--- src/rtl/wbram_bank_writer_if.sv ---
// Stream, bank port-A and ping-pong handshake bundle for wbram_bank_writer.
// master: weight source + consumer side; slave: the bank writer itself.
interface wbram_bank_writer_if #(
  parameter int unsigned STREAM_WIDTH = 64,
  parameter int unsigned WBRAM_DEPTH  = 512,
  parameter int unsigned NUM_BANKS    = 4
);
  localparam int unsigned HalfDepth = WBRAM_DEPTH / 2;
  localparam int unsigned AddrW     = $clog2(WBRAM_DEPTH);
  localparam int unsigned WordsW    = $clog2(NUM_BANKS * HalfDepth + 1);

  logic                    s_valid;
  logic                    s_ready;
  logic [STREAM_WIDTH-1:0] s_data;
  logic                    s_last;
  logic [AddrW-1:0]        addrA_o;
  logic [STREAM_WIDTH-1:0] diA_o;
  logic [NUM_BANKS-1:0]    enaA_o;
  logic [NUM_BANKS-1:0]    weA_o;
  logic                    wr_half;
  logic [1:0]              buf_full;
  logic [1:0]              buf_release;
  logic                    buf_done;
  logic                    buf_done_id;
  logic [WordsW-1:0]       buf_words;

  modport master (
    output s_valid, s_data, s_last, buf_release,
    input  s_ready, addrA_o, diA_o, enaA_o, weA_o, wr_half, buf_full,
           buf_done, buf_done_id, buf_words
  );

  modport slave (
    input  s_valid, s_data, s_last, buf_release,
    output s_ready, addrA_o, diA_o, enaA_o, weA_o, wr_half, buf_full,
           buf_done, buf_done_id, buf_words
  );
endinterface

--- src/rtl/wbram_bank_writer.sv ---
// Sequential write front-end for the weight-BRAM banks: walks a word index across
// the banks (bank-major or interleaved), fills ping-pong halves and hands completed
// halves to the consumer through a full/release handshake.
module wbram_bank_writer #(
  parameter int unsigned STREAM_WIDTH = 64,
  parameter int unsigned WBRAM_DEPTH  = 512,
  parameter int unsigned NUM_BANKS    = 4,
  parameter int unsigned INTERLEAVE   = 0
) (
  input logic                clk,
  input logic                rst,
  wbram_bank_writer_if.slave bus
);
  localparam int unsigned HalfDepth = WBRAM_DEPTH / 2;
  localparam int unsigned Cap       = NUM_BANKS * HalfDepth;
  localparam int unsigned AddrW     = $clog2(WBRAM_DEPTH);
  localparam int unsigned WordsW    = $clog2(Cap + 1);

  typedef enum logic {StFill, StStall} state_e;

  state_e                  state_q;
  logic [WordsW-1:0]       w_q;
  logic                    half_q;
  logic [1:0]              full_q;
  logic [NUM_BANKS-1:0]    ena_q;
  logic [AddrW-1:0]        addr_q;
  logic [STREAM_WIDTH-1:0] data_q;
  logic                    done_q;
  logic                    done_id_q;
  logic [WordsW-1:0]       words_q;

  logic                 accept;
  logic                 close;
  int unsigned          bank;
  int unsigned          offset;
  logic [AddrW-1:0]     wr_addr;
  logic [NUM_BANKS-1:0] wr_ena;
  logic                 half_d;
  logic [1:0]           full_d;

  // Decode the current word index into a bank strobe/address and work out the
  // post-edge ping-pong bookkeeping.
  always_comb begin
    accept = bus.s_valid && (state_q == StFill);
    close  = accept && ((32'(w_q) == Cap - 1) || bus.s_last);
    if (INTERLEAVE != 0) begin
      bank   = 32'(w_q) % NUM_BANKS;
      offset = 32'(w_q) / NUM_BANKS;
    end else begin
      bank   = 32'(w_q) / HalfDepth;
      offset = 32'(w_q) % HalfDepth;
    end
    wr_addr = AddrW'(32'(half_q) * HalfDepth + offset);
    wr_ena  = NUM_BANKS'(1) << bank;
    half_d  = close ? ~half_q : half_q;
    // Releasing a half that is not full clears an already-clear bit; the filling
    // half is never full, so a close always wins over a same-half release.
    full_d  = full_q & ~bus.buf_release;
    if (close) begin
      full_d[half_q] = 1'b1;
    end
  end

  // Registered write port, word walker, buffer flags and fill/stall FSM.
  always_ff @(posedge clk) begin
    if (rst) begin
      state_q   <= StFill;
      w_q       <= '0;
      half_q    <= 1'b0;
      full_q    <= 2'b00;
      ena_q     <= '0;
      addr_q    <= '0;
      data_q    <= '0;
      done_q    <= 1'b0;
      done_id_q <= 1'b0;
      words_q   <= '0;
    end else begin
      done_q <= close;
      if (accept) begin
        ena_q  <= wr_ena;
        addr_q <= wr_addr;
        data_q <= bus.s_data;
      end else begin
        ena_q  <= '0;
      end
      if (close) begin
        done_id_q <= half_q;
        words_q   <= WordsW'(32'(w_q) + 1);
        w_q       <= '0;
      end else if (accept) begin
        w_q <= w_q + WordsW'(1);
      end
      half_q  <= half_d;
      full_q  <= full_d;
      // Stall whenever the half we are about to fill still holds a buffer.
      state_q <= full_d[half_d] ? StStall : StFill;
    end
  end

  assign bus.s_ready     = (state_q == StFill);
  assign bus.enaA_o      = ena_q;
  assign bus.weA_o       = ena_q;
  assign bus.addrA_o     = addr_q;
  assign bus.diA_o       = data_q;
  assign bus.wr_half     = half_q;
  assign bus.buf_full    = full_q;
  assign bus.buf_done    = done_q;
  assign bus.buf_done_id = done_id_q;
  assign bus.buf_words   = words_q;
endmodule

--- src/flat_wrapper.sv ---
// flat-port wrapper written by rule: the top's interface ports become plain ports
module wbram_bank_writer_flat 
#(
  parameter int unsigned STREAM_WIDTH = 64,
  parameter int unsigned WBRAM_DEPTH  = 512,
  parameter int unsigned NUM_BANKS    = 4,
  parameter int unsigned INTERLEAVE   = 0
)
  (clk, rst, bus_s_valid, bus_s_data, bus_s_last, bus_buf_release, bus_s_ready, bus_addrA_o, bus_diA_o, bus_enaA_o, bus_weA_o, bus_wr_half, bus_buf_full, bus_buf_done, bus_buf_done_id, bus_buf_words);
  wbram_bank_writer_if #(.STREAM_WIDTH(STREAM_WIDTH), .WBRAM_DEPTH(WBRAM_DEPTH), .NUM_BANKS(NUM_BANKS)) bus_i ();
  input logic clk;
  input logic rst;
  input wire logic [$bits(bus_i.s_valid)-1:0] bus_s_valid;
  input wire logic [$bits(bus_i.s_data)-1:0] bus_s_data;
  input wire logic [$bits(bus_i.s_last)-1:0] bus_s_last;
  input wire logic [$bits(bus_i.buf_release)-1:0] bus_buf_release;
  output wire logic [$bits(bus_i.s_ready)-1:0] bus_s_ready;
  output wire logic [$bits(bus_i.addrA_o)-1:0] bus_addrA_o;
  output wire logic [$bits(bus_i.diA_o)-1:0] bus_diA_o;
  output wire logic [$bits(bus_i.enaA_o)-1:0] bus_enaA_o;
  output wire logic [$bits(bus_i.weA_o)-1:0] bus_weA_o;
  output wire logic [$bits(bus_i.wr_half)-1:0] bus_wr_half;
  output wire logic [$bits(bus_i.buf_full)-1:0] bus_buf_full;
  output wire logic [$bits(bus_i.buf_done)-1:0] bus_buf_done;
  output wire logic [$bits(bus_i.buf_done_id)-1:0] bus_buf_done_id;
  output wire logic [$bits(bus_i.buf_words)-1:0] bus_buf_words;
  assign bus_i.s_valid = bus_s_valid;
  assign bus_i.s_data = bus_s_data;
  assign bus_i.s_last = bus_s_last;
  assign bus_i.buf_release = bus_buf_release;
  assign bus_s_ready = bus_i.s_ready;
  assign bus_addrA_o = bus_i.addrA_o;
  assign bus_diA_o = bus_i.diA_o;
  assign bus_enaA_o = bus_i.enaA_o;
  assign bus_weA_o = bus_i.weA_o;
  assign bus_wr_half = bus_i.wr_half;
  assign bus_buf_full = bus_i.buf_full;
  assign bus_buf_done = bus_i.buf_done;
  assign bus_buf_done_id = bus_i.buf_done_id;
  assign bus_buf_words = bus_i.buf_words;
  wbram_bank_writer #(.STREAM_WIDTH(STREAM_WIDTH), .WBRAM_DEPTH(WBRAM_DEPTH), .NUM_BANKS(NUM_BANKS), .INTERLEAVE(INTERLEAVE)) u_core (.clk(clk), .rst(rst), .bus(bus_i));
endmodule
--- config.mk ---
export PLATFORM = sky130hd
export DESIGN_NAME = wbram_bank_writer_flat
export DESIGN_NICKNAME = d
export VERILOG_FILES = /design/src/rtl/wbram_bank_writer_if.sv /design/src/rtl/wbram_bank_writer.sv /design/src/flat_wrapper.sv
export SDC_FILE = /design/constraint.sdc
export NUM_CORES = 1
export LEC_CHECK = 0
export BUFFER_PORTS_ARGS = -buffer_cell sky130_fd_sc_hd__buf_4
export CAP_MARGIN = 0
export CORE_UTILIZATION = 42
export DETAILED_ROUTE_END_ITERATION = 8
export PLACE_DENSITY = 0.73
export SYNTH_ARGS = -nofsm -noshare
export SYNTH_HDL_FRONTEND = slang
export SYNTH_SLANG_ARGS = --single-unit
--- constraint.sdc ---
create_clock -name clk -period 2.3 [get_ports clk]
set_clock_uncertainty 0.1 [all_clocks]
set_input_delay 0 -clock clk [delete_from_list [all_inputs] [get_ports clk]]
set_output_delay 0 -clock clk [all_outputs]
set_load 0.02 [all_outputs]
==> results.txt <==
----------------------------------------------------
[Placement]
  RD Place Congestion ... roughly 0.85
  DP Area ... around 5300 um2
  DP Wirelength ... around 7000 um
  Port-buffer cells ... 167

[GRT]
  Vias in the first global route ... 3,930
  Grt total ovfl ... 0
  Initial antenna violation count ... 0
  Total routing usage reported by global routing ... 23.32%
  Maximum number of pins on one net before global-route repair ... 62
  Global-route wire length before repair ... between 15,000 and 20,000 um

[Floorplanning]
  Number of placement rows ... 34
  Die W ... 98.32 um
  Total die area ... around 9700 um2
  Top-level I/O count ... around 170
  Floorplan die height ... just under 100 um
  Placeable core region ... ~8800 um2
  Starting utilization of the core area ... 44.03%

[STA]
  Setup violations, final ... 0
  Final period utilization ... between 90% and 100%
  Post-layout min period ... ~2200 ps
  Setup total negative slack ... 0 ps
  Fin. max-slew vios ... 0
  Worst slew pin tran ... roughly 600 ps
  Final-report hold violation count ... 0
  Remaining max-slew budget at the tightest pin ... between 50% and 60%
  Maximum operating frequency ... ~0.46 GHz
  RSZ-0062 raised after global routing ... no

[Routing]
  First-iteration detailed-routing DRC count ... around 170
  Iteration count of the initial detailed-routing pass ... 9
  Number of nets with antenna violations after routing ... 0
  Post-DR vias/cell ... between 4 and 5
  Total via count after detailed routing ... about 4,000
  Total length of routed wires ... 11,270 um
  Wire length per cell ... between 10 and 15 um
  Post-route DRC ... 8

[Worst setup path]
  Endpoint class of the critical path ... flip-flop
  Worst setup SP type ... flip-flop
  Start-to-end type of the worst setup path ... flip-flop to flip-flop
  FF-to-FF path depth ... 4
  Required @ worst endpoint ... roughly 2500 ps
  Data arrival time of the critical path ... 2340 ps
  Maximum fanout count along the critical path ... 4

[Run]
  Number of maximum-capacitance violations ... 0

[Clock network]
  Maximum count of clock buffers along a single path ... 2
  Reg clk slew, reported paths ... roughly 90 ps
  Clock tree from TritonCTS ... done
  Total clock sinks ... between 100 and 150
  Number of clock buffers inserted by TritonCTS ... 9
  Clk_lat worst skew ... around 360 ps
  H-tree levels ... 3
  Root buffer cell ... sky130_fd_sc_hd__clkbuf_8

[Logic synthesis]
  Post-synthesis sequential area ratio ... 53.95%
  Total number of yosys warnings ... 0
  Number of instances in the synthesized netlist ... 483
  Count of distinct cell types in the synthesized netlist ... 32
  Synthesized flop and latch total ... between 100 and 150
  Syn_nets ... roughly 550
  Mean post-synth cell area ... approximately 8.1 um2
  Cell area after technology mapping ... 3896 um2

[Power and ir drop]
  Total power consumption of the routed design ... ~3800 uW
  Power per Cell Area ... about 620 nW/um2
  Leak pwr ... ~0.0027 uW
  VDD IR max ... approximately 0.33 mV

[Finish]
  Fill count ... 693
  Summed area of non-filler cells in the final layout ... 6143 um2
  Fraction of layout cells with a size suffix above 1 ... ~29%
  Final #Nets ... 773
  Layout overhead on the synthesized area ... 57.67%
  Diodes inserted ... 0
  Top library cells by usage in the layout, fill and taps aside ... sky130_fd_sc_hd__buf_4, sky130_fd_sc_hd__nand2_1, sky130_fd_sc_hd__dfxtp_1
  Most frequent standard cell in the layout excluding fill and tap cells ... sky130_fd_sc_hd__buf_4

[Hold path]
  Cells on Worst Hold Path ... 2
  Path type of the worst min-delay path ... primary input to flip-flop

[Run status]
  Violated checks ... design-rule violations
  Result of the run ... complete, but fails checks

----------------------------------------------------
## metrics by stage
stage / hold WS (ps) / setup WS, ps / std cells / util, %
floorplan: 36.02 / 125.0 / 483 / -
finish: 35.07 / 106.4 / 812 / 69.43
global placement: 146.5 / 145.1 / 732 / 59.46
detailed placement: 155.9 / 124.4 / 732 / 59.46
global route: 46.93 / 31.46 / 812 / 69.43
CTS: 23.87 / 109.8 / 812 / 69.36
## area by class of cell
cell class                      instances  area (um2)  share of cell area, %
Tap cell                              108       135.1                  2.200
Clock inverter                          3       67.56                  1.100
Sequential cell                       105        2102                  34.22
Clock buffer                           10       137.6                  2.240
Multi-Input combinational cell        332        1622                  26.40
Timing Repair Buffer                  252        2072                  33.73
Inverter                                2       7.507                 0.1222
## critical path, cell delays in order (launching register included)
cell	delay, ps
sky130_fd_sc_hd__dfxtp_1	350
sky130_fd_sc_hd__or3b_4	420
sky130_fd_sc_hd__or4_1	580
sky130_fd_sc_hd__a221oi_2	290
sky130_fd_sc_hd__mux2_1	340
## where the power goes
group / internal, uW / total [uW] / switching [uW]
clock: 626 / 1210 / 583
sequential: 1900 / 1950 / 47.5
combinational: 322 / 649 / 327
total: 2850 / 3810 / 958
## registers in the layout, indices dropped and copies added (netlist names)
signal                  flops
u_core.bus.buf_done         1
u_core.bus.enaA_o           4
u_core.w_q                 11
u_core.bus.buf_full         2
u_core.bus.wr_half          1
u_core.bus.addrA_o          9
u_core.bus.diA_o           64
u_core.bus.buf_words       11
u_core.bus.buf_done_id      1
u_core.state_q              1
## routing by layer
metal / wire, um / part of all wire [%] / GRT usage (%) / vias to the layer above
met4: 226 / 2.0 / 8.840 / 0
met1: 4814 / 43 / 27.43 / 1802
li1: - / - / - / 2005
met5: 0 / 0 / 0 / -
met3: 782 / 6.9 / 7.015 / 17
met2: 5451 / 48 / 39.98 / 147
## cells in the mapped netlist
master                     instances  area share, %
sky130_fd_sc_hd__nand3_1           6           0.77
sky130_fd_sc_hd__dfxtp_1         105             54
sky130_fd_sc_hd__a21oi_1          80             10
sky130_fd_sc_hd__nor3_1           15            1.9
sky130_fd_sc_hd__o21ai_0           3           0.39
sky130_fd_sc_hd__or3_1             1           0.16
sky130_fd_sc_hd__nand4_1           1           0.16
sky130_fd_sc_hd__xor2_1            3           0.67
sky130_fd_sc_hd__or4_1             1           0.19
sky130_fd_sc_hd__or3b_4            1           0.29
sky130_fd_sc_hd__nor4_1            5           0.80
sky130_fd_sc_hd__mux2_1            1           0.29
sky130_fd_sc_hd__buf_1             6           0.58
sky130_fd_sc_hd__ha_1              1           0.32
sky130_fd_sc_hd__a211oi_1          9            1.7
sky130_fd_sc_hd__buf_4             4           0.77
sky130_fd_sc_hd__and3b_1           1           0.22
sky130_fd_sc_hd__nor2b_1           2           0.32
sky130_fd_sc_hd__nor2_1           20            1.9
sky130_fd_sc_hd__a221oi_2          1           0.39
sky130_fd_sc_hd__a21o_1            1           0.19
sky130_fd_sc_hd__buf_2             1           0.13
sky130_fd_sc_hd__nand2b_1          3           0.48
sky130_fd_sc_hd__and2_1            1           0.16
sky130_fd_sc_hd__xnor2_1          15            3.4
sky130_fd_sc_hd__nor3b_1           2           0.39
sky130_fd_sc_hd__clkbuf_1         33            3.2
sky130_fd_sc_hd__nand4_2           1           0.32
sky130_fd_sc_hd__or2_2             1           0.16
sky130_fd_sc_hd__nand2_1         156             15
sky130_fd_sc_hd__o311a_1           1           0.26
sky130_fd_sc_hd__inv_1             2           0.19
## worst paths after layout
kind         slack [ps]                              from                               end
max                 110       u_core.w_q[10]$_SDFFE_PP0P_         u_core.state_q$_SDFF_PP0_
min                  40                               rst     u_core.bus.wr_half$_SDFF_PP0_
max reg2reg         110       u_core.w_q[10]$_SDFFE_PP0P_         u_core.state_q$_SDFF_PP0_
min reg2reg         360  u_core.bus.diA_o[7]$_SDFFE_PP0P_  u_core.bus.diA_o[7]$_SDFFE_PP0P_
## what timing repair did
| action | CTS | global route |
|---|---|---|
| hold buffers | 67 | 0 |
| hold endpoints to repair | 69 | 0 |
| gates resized for setup | 0 | 1 |
| setup endpoints to repair | 0 | 7 |
| buffers inserted | 0 | 0 |
## logic make-up (layout without fill, tap and decap cells)
family / after synthesis / after routing / share of synthesized area, %
compound gates: 95 / 95 / 13.23
xor+xnor: 18 / 18 / 4.046
mux: 1 / 1 / 0.2890
buf+inv: 46 / 267 / 4.849
flops: 105 / 105 / 53.95
fa+ha+maj: 1 / 1 / 0.3211
simple gates: 217 / 217 / 23.31
Note: power is estimated with default switching activity, not from simulation.
